## config.mk

```make
export PLATFORM = sky130hd
export DESIGN_NAME = mult_div_unit
export DESIGN_NICKNAME = d
export VERILOG_FILES = /design/src/rtl/mult_div_pkg.sv /design/src/rtl/mult_div_unit_sign_fix.sv /design/src/rtl/mult_div_unit.sv
export SDC_FILE = /design/constraint.sdc
export NUM_CORES = 1
export LEC_CHECK = 0
export BUFFER_PORTS_ARGS = -buffer_cell sky130_fd_sc_hd__buf_4
export CORE_MARGIN = 2
export CORE_UTILIZATION = 45
export DETAILED_ROUTE_END_ITERATION = 16
export GPL_TIMING_DRIVEN = 0
export PLACE_DENSITY_LB_ADDON = 0.3
export SLEW_MARGIN = 5
export SYNTH_ARGS = -nofsm -noshare
export SYNTH_HDL_FRONTEND = slang
export SYNTH_SLANG_ARGS = --single-unit
```

## constraint.sdc

```tcl
create_clock -name clk -period 9.15 [get_ports clk]
set_clock_uncertainty 0.1 [all_clocks]
set_input_delay 0.915 -clock clk [delete_from_list [all_inputs] [get_ports clk]]
set_output_delay 0.915 -clock clk [all_outputs]
set_load 0.02 [all_outputs]
```

## src/rtl/mult_div_pkg.sv

```systemverilog
// Shared definitions for the iterative multiply/divide unit: operation
// codes, FSM state type and a two's-complement magnitude helper.
package mult_div_pkg;

  localparam logic OP_MULT = 1'b0;
  localparam logic OP_DIV  = 1'b1;

  // Working width of the magnitude helper; callers zero-extend into it and
  // truncate the result back to their own width.
  localparam int ABS_W = 128;

  typedef enum logic [1:0] {
    IDLE   = 2'd0,
    CALC   = 2'd1,
    FINISH = 2'd2
  } state_t;

  // Absolute value of a two's-complement number whose sign is passed
  // separately. The low bits of a negation depend only on the low bits of
  // the operand, so zero-extension by the caller is harmless.
  function automatic logic [ABS_W-1:0] twos_abs(input logic [ABS_W-1:0] value,
                                                input logic             neg);
    return neg ? -value : value;
  endfunction

endpackage

```

## src/rtl/mult_div_unit_sign_fix.sv

```systemverilog
// mdu_sign_fix: combinational sign restoration of the unsigned hi/lo
// produced by the iterative core. Multiply negates the full 2*WIDTH
// product; divide negates the quotient on differing signs and gives the
// remainder the dividend's sign.
module mdu_sign_fix
  import mult_div_pkg::*;
#(
  parameter int WIDTH = 32
) (
  input  logic             op,
  input  logic             sign_a,
  input  logic             sign_b,
  input  logic [WIDTH-1:0] raw_hi,
  input  logic [WIDTH-1:0] raw_lo,
  output logic [WIDTH-1:0] fix_hi,
  output logic [WIDTH-1:0] fix_lo
);

  logic [2*WIDTH-1:0] prod;

  // Apply result signs to the raw magnitudes.
  always_comb begin
    prod   = {raw_hi, raw_lo};
    fix_hi = raw_hi;
    fix_lo = raw_lo;
    if (op == OP_MULT) begin
      if (sign_a ^ sign_b) begin
        prod   = -prod;
        fix_hi = prod[2*WIDTH-1:WIDTH];
        fix_lo = prod[WIDTH-1:0];
      end
    end else begin
      if (sign_a ^ sign_b) fix_lo = -raw_lo;
      if (sign_a)          fix_hi = -raw_hi;
    end
  end

endmodule

```

## src/rtl/mult_div_unit.sv

```systemverilog
// mult_div_unit: iterative radix-2 multiply / restoring divide with hi/lo
// result registers and a start/busy/done handshake.
// Optional build macro MULT_DIV_EARLY_OUT_EN: multiply finishes as soon as
// the remaining multiplier bits are zero (variable latency, same result).
module mult_div_unit
  import mult_div_pkg::*;
#(
  parameter int WIDTH = 32
) (
  input  logic             clk,
  input  logic             reset,
  input  logic             start,
  input  logic             op,
  input  logic             is_signed,
  input  logic [WIDTH-1:0] a,
  input  logic [WIDTH-1:0] b,
  output logic             busy,
  output logic             done,
  output logic [WIDTH-1:0] hi,
  output logic [WIDTH-1:0] lo,
  output logic             div_by_zero
);

  localparam int CNT_W = $clog2(WIDTH) + 1;

  state_t             state, state_nxt;
  logic [CNT_W-1:0]   cnt;
  logic               op_q;
  logic               sign_a, sign_b;
  logic               dz_q;

  // Multiply: acc = product, opnd = multiplicand shifted left each step,
  // mplier = multiplier shifted right each step.
  // Divide:   acc = {remainder, dividend->quotient}, opnd[WIDTH-1:0] = divisor.
  logic [2*WIDTH-1:0] acc;
  logic [2*WIDTH-1:0] opnd;
  logic [WIDTH-1:0]   mplier;

  logic               in_sign_a, in_sign_b;
  logic [WIDTH-1:0]   mag_a, mag_b;
  logic               div_zero_req;

  logic [2*WIDTH-1:0] add_sum;
  logic [2*WIDTH-1:0] acc_mul_nxt;
  logic [WIDTH:0]     rem_sh;
  logic [WIDTH+1:0]   diff;
  logic               q_bit;
  logic [WIDTH-1:0]   rem_new;
  logic [2*WIDTH-1:0] acc_div_nxt;
  logic               last_iter;
  logic               calc_done;

  logic [WIDTH-1:0]   fix_hi, fix_lo;

  assign in_sign_a    = is_signed & a[WIDTH-1];
  assign in_sign_b    = is_signed & b[WIDTH-1];
  assign mag_a        = WIDTH'(twos_abs(ABS_W'(a), in_sign_a));
  assign mag_b        = WIDTH'(twos_abs(ABS_W'(b), in_sign_b));
  assign div_zero_req = (op == OP_DIV) && (b == '0);

  // One multiply step: conditionally add the shifted multiplicand.
  always_comb begin
    add_sum     = acc + opnd;
    acc_mul_nxt = mplier[0] ? add_sum : acc;
  end

  // One restoring-division step: shift in the next dividend bit and keep
  // the trial difference only when it is non-negative.
  always_comb begin
    rem_sh      = acc[2*WIDTH-1:WIDTH-1];
    diff        = {1'b0, rem_sh} - {2'b0, opnd[WIDTH-1:0]};
    q_bit       = ~diff[WIDTH+1];
    rem_new     = q_bit ? diff[WIDTH-1:0] : rem_sh[WIDTH-1:0];
    acc_div_nxt = {rem_new, acc[WIDTH-2:0], q_bit};
  end

  assign last_iter = (cnt == CNT_W'(WIDTH - 1));

`ifdef MULT_DIV_EARLY_OUT_EN
  assign calc_done = last_iter || ((op_q == OP_MULT) && (mplier[WIDTH-1:1] == '0));
`else
  assign calc_done = last_iter;
`endif

  mdu_sign_fix #(
    .WIDTH(WIDTH)
  ) u_sign_fix (
    .op     (op_q),
    .sign_a (sign_a),
    .sign_b (sign_b),
    .raw_hi (acc[2*WIDTH-1:WIDTH]),
    .raw_lo (acc[WIDTH-1:0]),
    .fix_hi (fix_hi),
    .fix_lo (fix_lo)
  );

  // FSM state register.
  always_ff @(posedge clk or posedge reset) begin
    if (reset) state <= IDLE;
    else       state <= state_nxt;
  end

  // FSM next-state logic; divide by zero bypasses the iteration phase.
  always_comb begin
    state_nxt = state;
    case (state)
      IDLE: begin
        if (start) state_nxt = div_zero_req ? FINISH : CALC;
      end
      CALC: begin
        if (calc_done) state_nxt = FINISH;
      end
      FINISH:  state_nxt = IDLE;
      default: state_nxt = IDLE;
    endcase
  end

  // Datapath, handshake and result registers.
  always_ff @(posedge clk or posedge reset) begin
    if (reset) begin
      cnt         <= '0;
      op_q        <= 1'b0;
      sign_a      <= 1'b0;
      sign_b      <= 1'b0;
      dz_q        <= 1'b0;
      acc         <= '0;
      opnd        <= '0;
      mplier      <= '0;
      busy        <= 1'b0;
      done        <= 1'b0;
      hi          <= '0;
      lo          <= '0;
      div_by_zero <= 1'b0;
    end else begin
      done <= 1'b0;
      case (state)
        IDLE: begin
          if (start) begin
            cnt         <= '0;
            op_q        <= op;
            sign_a      <= in_sign_a;
            sign_b      <= in_sign_b;
            dz_q        <= div_zero_req;
            busy        <= 1'b1;
            div_by_zero <= 1'b0;
            if (op == OP_MULT) begin
              acc    <= '0;
              opnd   <= {{WIDTH{1'b0}}, mag_a};
              mplier <= mag_b;
            end else begin
              acc    <= {{WIDTH{1'b0}}, mag_a};
              opnd   <= {{WIDTH{1'b0}}, mag_b};
              mplier <= '0;
            end
          end
        end
        CALC: begin
          cnt <= cnt + 1'b1;
          if (op_q == OP_MULT) begin
            acc    <= acc_mul_nxt;
            opnd   <= opnd << 1;
            mplier <= mplier >> 1;
          end else begin
            acc <= acc_div_nxt;
          end
        end
        FINISH: begin
          done <= 1'b1;
          busy <= 1'b0;
          if (dz_q) begin
            div_by_zero <= 1'b1;
          end else begin
            hi <= fix_hi;
            lo <= fix_lo;
          end
        end
        default: ;
      endcase
    end
  end

endmodule
```

; Word-level counts from Yosys, hierarchy flattened
; Cells that the tools add are included.
[totals]
regBits = 239
in_bits = 69
out_inout_bits = 67
elab_cells = 82
[classes]
addsub = 8
eq_ne = 8
mux = 34
bitwise = 5
reduce_logical = 13
[ops]
columns = operator, n
row1 = two-way mux 32 bit, 14
row2 = two-way mux 64 bit, 5
row3 = one-hot mux 64 bit (2 select lines), 2
row4 = negator 32 bit, 4
row5 = adder 64 bit, 1
row6 = negator 64 bit, 1
row7 = one-hot mux 32 bit (2 select lines), 1
row8 = subtractor 33 x 32 -> 34 bit, 1
row9 = zero test 32 bit, 1
row10 = one-hot mux 6 bit (2 select lines), 1
row11 = AND reduction 2 bit, 5
row12 = AND reduction 3 bit, 3
row13 = "!= test 2 bit, second input constant", 4
row14 = "adder 6 x 1 -> 6 bit, second input constant", 1
row15 = "equality test 6 x 5 -> 1 bit, second input constant", 1
row16 = two-way mux 2 bit, 3
row17 = two-way mux 6 bit, 1
row18 = two-way mux 1 bit, 4
row19 = one-hot mux 1 bit (2 select lines), 2
row20 = one-hot mux 2 bit (2 select lines), 1
row21 = nonzero test 2 bit, 2
row22 = "!= test 3 bit, second input constant", 1
row23 = AND 1 bit, 2
row24 = "equality test 2 x 1 -> 1 bit, second input constant", 1
row25 = other kinds (5), 6

; Depth between registers and ports, before layout
; Gate-level depths: netlist (run 1).
[depth]
word_depth = 5
mapped_depth = 15
ltp_nobuf = 14

; Hierarchy
; From an unflattened synthesis (run 1), not the netlist that was laid out.
[unflattened]
hier_cells = 2219
area_unflattened_um2 = 18845.6
[by_module_without_submodules]
columns = mod, instances, cells_each, area_per_inst_um2, seq_area_each_um2
row1 = mult_div_unit, 1, 1962, 17101.4, 5980.7
row2 = mdu_sign_fix, 1, 257, 1744.2, 0.0

; Worst setup path after synthesis (run 1)
; OpenSTA, ideal clock, no wires.
[synth_path]
path_type = input to register
startpoint = input a[9]
endpoint = register opnd[28]
setup_ps = 78
t_arrival_ps = 3231
required_ps = 8972
path_slack_ps = 5742
cell_stages = 10
n_path_buf = 1
path_cell_list = or4_1 -> or3_1 -> or4_1 -> clkbuf_1 -> o31ai_1 -> xnor2_1 -> nor2_1 -> a211oi_1 -> a211oi_1 -> a21oi_1
[synth_between]
elab_chain_len = 5
[synth_rtl]
columns = item, line
row1 = start: declaration, mult_div_unit.sv:15  ; input logic [WIDTH-1:0] a,
row2 = negator 32 bit, mult_div_pkg.sv:23  ; return neg ? -value : value;
row3 = two-way mux 32 bit, mult_div_pkg.sv:23
row4 = two-way mux 32 bit, mult_div_unit.sv:146  ; if (op == OP_MULT) begin
row5 = two-way mux 64 bit, mult_div_unit.sv:138  ; if (start) begin
row6 = one-hot mux 64 bit (2 select lines), mult_div_unit.sv:136  ; case (state)
row7 = end signal: assignment, mult_div_unit.sv:148  ; opnd <= {{WIDTH{1'b0}}, mag_a};
row8 = end signal: assignment, mult_div_unit.sv:152  ; opnd <= {{WIDTH{1'b0}}, mag_b};
row9 = end signal: assignment, mult_div_unit.sv:161  ; opnd <= opnd << 1;
row10 = end: declaration, mult_div_unit.sv:36  ; logic [2*WIDTH-1:0] opnd;
; Every way passes these cells. The select of a mux whose other input is x is not followed.
; A chain may end at the register's enable or synchronous reset.

; Final worst setup path (run 1)
[layout_path]
startpoint = register opnd[1]
endpoint = register acc[51]
[layout_between]
elab_chain_len = 4
word_cells_on_any_way = 6
cone_classes = add/sub: 2 / mux: 4
[layout_rtl]
columns = item, line
row1 = adder 64 bit / subtractor 33 x 32 -> 34 bit (equally long branches), "mult_div_unit.sv:63, mult_div_unit.sv:71"
row2 = two-way mux 64 bit / two-way mux 32 bit (equally long branches), "mult_div_unit.sv:64, mult_div_unit.sv:73"
row3 = two-way mux 64 bit *, mult_div_unit.sv:159  ; if (op_q == OP_MULT) begin
row4 = one-hot mux 64 bit (2 select lines) *, mult_div_unit.sv:136
row5 = end signal: assignment, mult_div_unit.sv:151  ; acc <= {{WIDTH{1'b0}}, mag_a};
row6 = end signal: assignment, mult_div_unit.sv:160  ; acc <= acc_mul_nxt;
row7 = end signal: assignment, mult_div_unit.sv:164  ; acc <= acc_div_nxt;
row8 = end: declaration, mult_div_unit.sv:35  ; logic [2*WIDTH-1:0] acc;
; Every way passes the cells marked *; elsewhere a longest branch is shown, timed or not. The select of a mux whose other input is x is not followed.

==> reports/metrics.yaml, run 1 <==
maxCapViolations: 0
rows: 74
vias: 19400
r2r_end: "acc[51]$_DFFE_PP0P_"
drt-total-wl_mm: 72.7
ys_top_cells_by_area: "dfrtp_1 32%, o21ai_0 7.2%, ha_1 6.7%"
ios: 136
syn-num-nets: 2505
htreeDepth: 1
endpoint_kind: "flip-flop"
ctsLongestPathBuffers: 3
setup_violations: 0
grt_pass1_wl_mm: 111
portBuffers: 135
gp_congestion: 0.967
cts_resized: 0
slowest_stage: "o21ai_0"
cts_tree: "done"
setup_tns_ns: 0
postCtsSetupBuffers: 0
final_core_util_pct: 52.5
synth_cells: 2334
async_flop_share_pct: 100
avgSynthCellArea_um2: 8.02
cts_hold_buffers: 0
power.density_nw_per_um2: 324
relSlewSlack_pct: 16.2
worst_ep_arrival_time_ns: 5.01
grt_pass1_vias: 18300
yosysTopAreaCellShare_pct: 32.0
start_kind: "flip-flop"
hold_path_class: "in2async"
cts.sinks: 239
insertion_delay_ns: 0.60
status: "finished, final reports clean"
antenna_found_initial: 0
drt_first_pass_iters: 6
rsz0062_at_grt: "no"
grt_start_max_net_pins: 124
fin_crit_sh_pct: 50.9
path_cells: "inv_1, ha_1, nor2b_1, o2111ai_1, a21oi_1, o21ai_0, a211oi_1, o32ai_2, clkbuf_1, clkbuf_1, nor2_1, a21oi_1, o221ai_1"
seq_area_frac_synth_pct: 32.0
synthToLayoutAreaGrowth_pct: 14.8
drc_errors: 0
place_area_um2: 20400
design_area_um2: 21500
fmax_ghz: 0.215
critPathMaxStageDelay_ns: 0.64
power.leakage_nw: 8.92
peakVddDrop_mv: 0.178
dpl.hpwl_mm: 56.8
gr-total-overflow: 0
die_x_um: 208
drt-initial-drc-count: 2180
die-area_um2: 43200
synth_flop_cell: "dfrtp_1"
min_period_ns: 4.66
nNetsFinal: 2673
initial_core_util_pct: 45.7
ant_nets: 0
synthesis.area_um2: 18700
routedWlPerCell_um: 23.8
critPathMaxFanout: 10
die_h_um: 208
tightest_slew_ns: 1.26
rr_startpoint: "opnd[1]$_DFFE_PP0P_"
ys_ff_latch: 239
cts_buffers: 30
rr_worst_depth: 13
slew_viol_final: 0
synth-edff-count: 0
core_area_um2: 40900
yosys.cell_types.count: 76
ys_warn_count: 0
grt_usage_pct: 32.8
clkTransAtPathRegs_ns: 0.06
yosys.area.top_type: "dfrtp_1"
vias_per_cell: 6.35
cts-root-buf: "clkbuf_16"
p_total_mw: 6.97
hold_viol: 0
r2r_slack_ns: 4.49
drive_gt1_share_pct: 8.51
critPathKind: "reg2reg"
crit_required_ns: 9.50
## cell usage in the layout (no fill, tap or decap), drive strengths merged, types with 5 or more instances in the layout
cell | netlist | layout
a211oi | 41 | 41
a21o | 36 | 36
a21oi | 184 | 184
a221oi | 28 | 28
a22o | 38 | 38
a22oi | 53 | 53
a31oi | 28 | 28
and2 | 16 | 16
and3 | 12 | 12
buf | 12 | 148
clkbuf | 133 | 170
clkinv | 0 | 9
dfrtp | 239 | 239
ha | 100 | 100
inv | 67 | 70
mux2i | 12 | 12
nand2 | 279 | 279
nand2b | 22 | 22
nand3 | 42 | 42
nand4 | 28 | 28
nor2 | 178 | 178
nor2b | 20 | 20
nor3 | 43 | 43
nor3b | 8 | 8
nor4 | 21 | 21
o2111ai | 5 | 5
o211ai | 23 | 23
o21a | 17 | 17
o21ai | 278 | 278
o21bai | 10 | 10
o221ai | 17 | 17
o22ai | 11 | 11
o31ai | 27 | 27
o41ai | 16 | 16
or3 | 17 | 17
or4 | 9 | 9
xnor2 | 116 | 116
xor2 | 89 | 89
## how the worst max path moves through the flow
stage	depth (start not counted)	slack, ns	startpoint	to
finish	13	4.49	opnd[1]$_DFFE_PP0P_	acc[51]$_DFFE_PP0P_
global route	13	4.49	opnd[1]$_DFFE_PP0P_	acc[51]$_DFFE_PP0P_
CTS	13	4.39	opnd[1]$_DFFE_PP0P_	acc[51]$_DFFE_PP0P_
detailed placement	13	4.46	opnd[1]$_DFFE_PP0P_	acc[51]$_DFFE_PP0P_
global placement	2	-1.12	reset	opnd[58]$_DFFE_PP0P_
floorplan	1	1.58	reset	acc[0]$_DFFE_PP0P_
## cell type report
type | count | area, µm²
timing repair buffer | 136 | 1040
buffer | 145 | 552
inverter | 67 | 259
multi-input combinational | 1883 | 11900
fill | 3971 | 19400
clock inverter | 19 | 243
tap | 532 | 666
clock buffer | 37 | 807
sequential | 239 | 5980
antenna | 1 | 2.50
## flip-flops by register name (all words and copies together), names as in the netlist
name and cells:
acc 64, opnd 64, hi 32, lo 32, mplier 32, cnt 6, state 2, busy 1
div_by_zero 1, done 1, dz_q 1, op_q 1, sign_a 1, sign_b 1
## layer usage
metal	routed length (µm)	up-vias	global-route usage, %
met5	0	-	0
met4	2480	0	10.6
met3	7330	159	6.55
li1	-	8910	-
met2	31300	1022	49.8
met1	31600	9327	46.9
## synth_stat cells, types with 36 or more instances
| library cell | number |
|---|---|
| a211oi_1 | 41 |
| a21o_1 | 36 |
| a21oi_1 | 184 |
| a22o_1 | 38 |
| a22oi_1 | 53 |
| clkbuf_1 | 133 |
| dfrtp_1 | 239 |
| ha_1 | 100 |
| inv_1 | 67 |
| nand2_1 | 279 |
| nand3_1 | 42 |
| nor2_1 | 178 |
| nor3_1 | 42 |
| o21ai_0 | 268 |
| xnor2_1 | 116 |
| xor2_1 | 89 |
## cells by family after synthesis
logic type      Yosys count  synth area share [%]
simple gates            709                  17.5
compound gates          852                  28.9
flops                   239                  32.0
mux                      15                 0.823
xor+xnor                205                  9.60
buf+inv                 212                  4.29
fa+ha+maj               102                  6.90
## metrics by stage
stage               hold slack, ns  setup WS [ns]  cells
finish                       0.361           4.49   3059
global route                 0.402           4.49   3058
CTS                          0.386           4.39   3058
detailed placement           0.372           4.46   3002
global placement             0.366          -1.12   3001
floorplan                    0.354           1.58   2334
## worst max-delay path, delay by kind of cell, from the launching register on
kind	cells	cell delay [ns]
DFF	1	0.55
AOI/OAI and AO/OA	7	2.18
adders and majority gates	1	0.28
buffers and inverters	3	1.11
and+or+nand+nor	2	0.27
## power breakdown
| part | leakage [nW] | switching, mW | internal [mW] |
|---|---|---|---|
| sequential | 3.15 | 0.541 | 1.28 |
| combinational | 5.26 | 2.40 | 1.48 |
| clock | 0.509 | 0.521 | 0.746 |
| total | 8.92 | 3.46 | 3.51 |
Note: power is estimated with default switching activity, not from simulation.
==> inputs of run 2 (changes only) <==
==> constraint.sdc (replaced) <==
create_clock -name clk -period 3.91 [get_ports clk]
set_clock_uncertainty 0.1 [all_clocks]
set_input_delay 0.391 -clock clk [delete_from_list [all_inputs] [get_ports clk]]
set_output_delay 0.391 -clock clk [all_outputs]
set_load 0.02 [all_outputs]
==> reports/metrics.yaml, run 2 (synthesis results as in run 1) <==
r2r_slack_ns: 0.11  # was 4.49 ns
worst_ep_arrival_time_ns: 4.17  # was 5.01 ns
endpoint_kind: "flip-flop"  # unchanged
routedWlPerCell_um: 23.9  # was 23.8 µm
p_total_mw: 16.4  # was 6.97 mW
grt_usage_pct: 32.8  # about the same
maxCapViolations: 0  # unchanged
setup_violations: 0  # unchanged
power.density_nw_per_um2: 757  # was 324 nW/µm²
drt-total-wl_mm: 73.2  # was 72.7 mm
top_regs: "acc (64), opnd (64)"  # unchanged
initial_core_util_pct: 45.7  # unchanged
whs_path_depth: 3
gr-total-overflow: 0  # unchanged
n_fill_cell: 3920  # was 3971
gp_congestion: 0.972  # was 0.967
tightest_slew_ns: 1.25  # was 1.26 ns
cts.sinks: 239  # unchanged
peakVddDrop_mv: 0.410  # was 0.178 mV
ctsLongestPathBuffers: 3  # unchanged
final_core_util_pct: 53.1  # was 52.5%
hp-start: "b[23]"
portBuffers: 135  # unchanged
grt_start_max_net_pins: 43  # was 124
antenna_found_initial: 1  # was 0
drc_errors: 0  # unchanged
final_common_cell: "nand2_1"  # unchanged
die-area_um2: 43200  # unchanged
ant_nets: 0  # unchanged
final_cells: 3063  # was 3059
r2r_end: "acc[41]$_DFFE_PP0P_"  # was acc[51]$_DFFE_PP0P_
synthToLayoutAreaGrowth_pct: 16.1  # was 14.8%
status: "finished, final reports clean"  # unchanged
critPathMaxFanout: 10  # unchanged
hold_viol: 0  # unchanged
crit_required_ns: 4.28  # was 9.50 ns
nNetsFinal: 2678  # was 2673
rr_startpoint: "op_q$_DFFE_PP0P_"  # was opnd[1]$_DFFE_PP0P_
critPathKind: "reg2reg"  # unchanged
cts-root-buf: "clkbuf_16"  # unchanged
rows: 74  # unchanged
min_period_ns: 3.80  # was 4.66 ns
slew_viol_final: 0  # unchanged
drt-initial-drc-count: 2239  # was 2180
grt_pass1_wl_mm: 110  # was 111 mm
fmax_ghz: 0.263  # was 0.215 GHz
core_area_um2: 40900  # unchanged
dpl.hpwl_mm: 57.5  # was 56.8 mm
dp_cells: 3008  # was 3002
drt_first_pass_iters: 7  # was 6
die_x_um: 208  # unchanged
rr_worst_depth: 7  # was 13
htreeDepth: 1  # unchanged
start_kind: "flip-flop"  # unchanged
grt_pass1_vias: 18400  # was 18300
setup_tns_ns: 0  # unchanged
rsz0062_at_grt: "yes"  # was no
insertion_delay_ns: 0.60  # about the same
relSlewSlack_pct: 16.3  # was 16.2%
cts_tree: "done"  # unchanged
layout_common_cells: "279 x nand2_1, 266 x o21ai_0, 237 x dfrtp_1"  # was 279 x nand2_1, 268 x o21ai_0, 239 x dfrtp_1
cts_buffers: 29  # was 30
fin_crit_sh_pct: 97.1  # was 50.9%
clkTransAtPathRegs_ns: 0.06  # about the same
drive_gt1_share_pct: 9.65  # was 8.51%
ios: 136  # unchanged
hold_path_class: "in2reg"  # was in2async
vias_per_cell: 6.40  # was 6.35
holdPathEnd: "mplier[23]$_DFFE_PP0P_"
vias: 19600  # was 19400
die_h_um: 208  # unchanged
power.leakage_nw: 9.00  # was 8.92 nW
==> run 2: through the flow <==
stage | worst slack [ns] | hold slack [ns] | cell area (µm²)
after floorplan | 0.285 | 0.354 | 18700
after global placement | -1.19 | 0.365 | 20400
after detailed placement | -0.786 | 0.299 | 20500
after CTS | 0.0111 | 0.0470 | 21700
after global routing | -0.0137 | 0.0837 | 21700
final | 0.112 | 0.0577 | 21700
==> run 2: power breakdown <==
part           switching [mW]  internal (mW)  leakage (nW)
registers                1.29           3.00          3.15
logic                    5.71           3.56          5.37
clock network            1.17           1.71         0.486
==> run 2: area by class of cell <==
type	count	area (µm²)	area share, %
well taps	532	666	3.06
diodes	2	5.00	0.0230
multi-input cells	1883	12100	55.5
flip-flops and latches	239	5980	27.5
clock buffers	45	896	4.12
repair buffers	150	1220	5.61
clock inverters	8	119	0.547
plain buffers	137	524	2.41
inverters	67	255	1.17
==> run 2: how the worst max path moves through the flow <==
stage | to | from | depth (start not counted) | slack [ns]
after floorplan | acc[0]$_DFFE_PP0P_ | reset | 1 | 0.29
after global placement | opnd[59]$_DFFE_PP0P_ | reset | 2 | -1.19
after detailed placement | acc[45]$_DFFE_PP0P_ | opnd[1]$_DFFE_PP0P_ | 13 | -0.79
after CTS | acc[60]$_DFFE_PP0P_ | acc[0]$_DFFE_PP0P_ | 12 | 0.01
after global routing | acc[42]$_DFFE_PP0P_ | opnd[15]$_DFFE_PP0P_ | 12 | -0.01
final | acc[41]$_DFFE_PP0P_ | op_q$_DFFE_PP0P_ | 7 | 0.11
==> run 2: metal layers <==
metal	part of all wire (%)	GRT usage (%)	wire length, µm
met3	11	7.89	8100
met2	43	49.7	31400
met1	42	45.4	30800
met5	0	0	0
met4	4.0	12.5	2900
==> run 2: repair_timing <==
item,in CTS,in global routing
hold buffers,2,0
setup buffers,2,4
hold endpoints to repair,28,0
endpoints found under the setup margin,33,36
resized for setup,13,18
pin swaps,2,3
==> run 2: worst max-delay path, stage by stage (launching register included) <==
cell and delay [ns]:
dfrtp_1 0.47, clkbuf_1 0.51, clkbuf_1 0.80, clkbuf_1 0.78, clkbuf_1 0.59, o211ai_1 0.20
o211ai_1 0.15, nand2_1 0.07
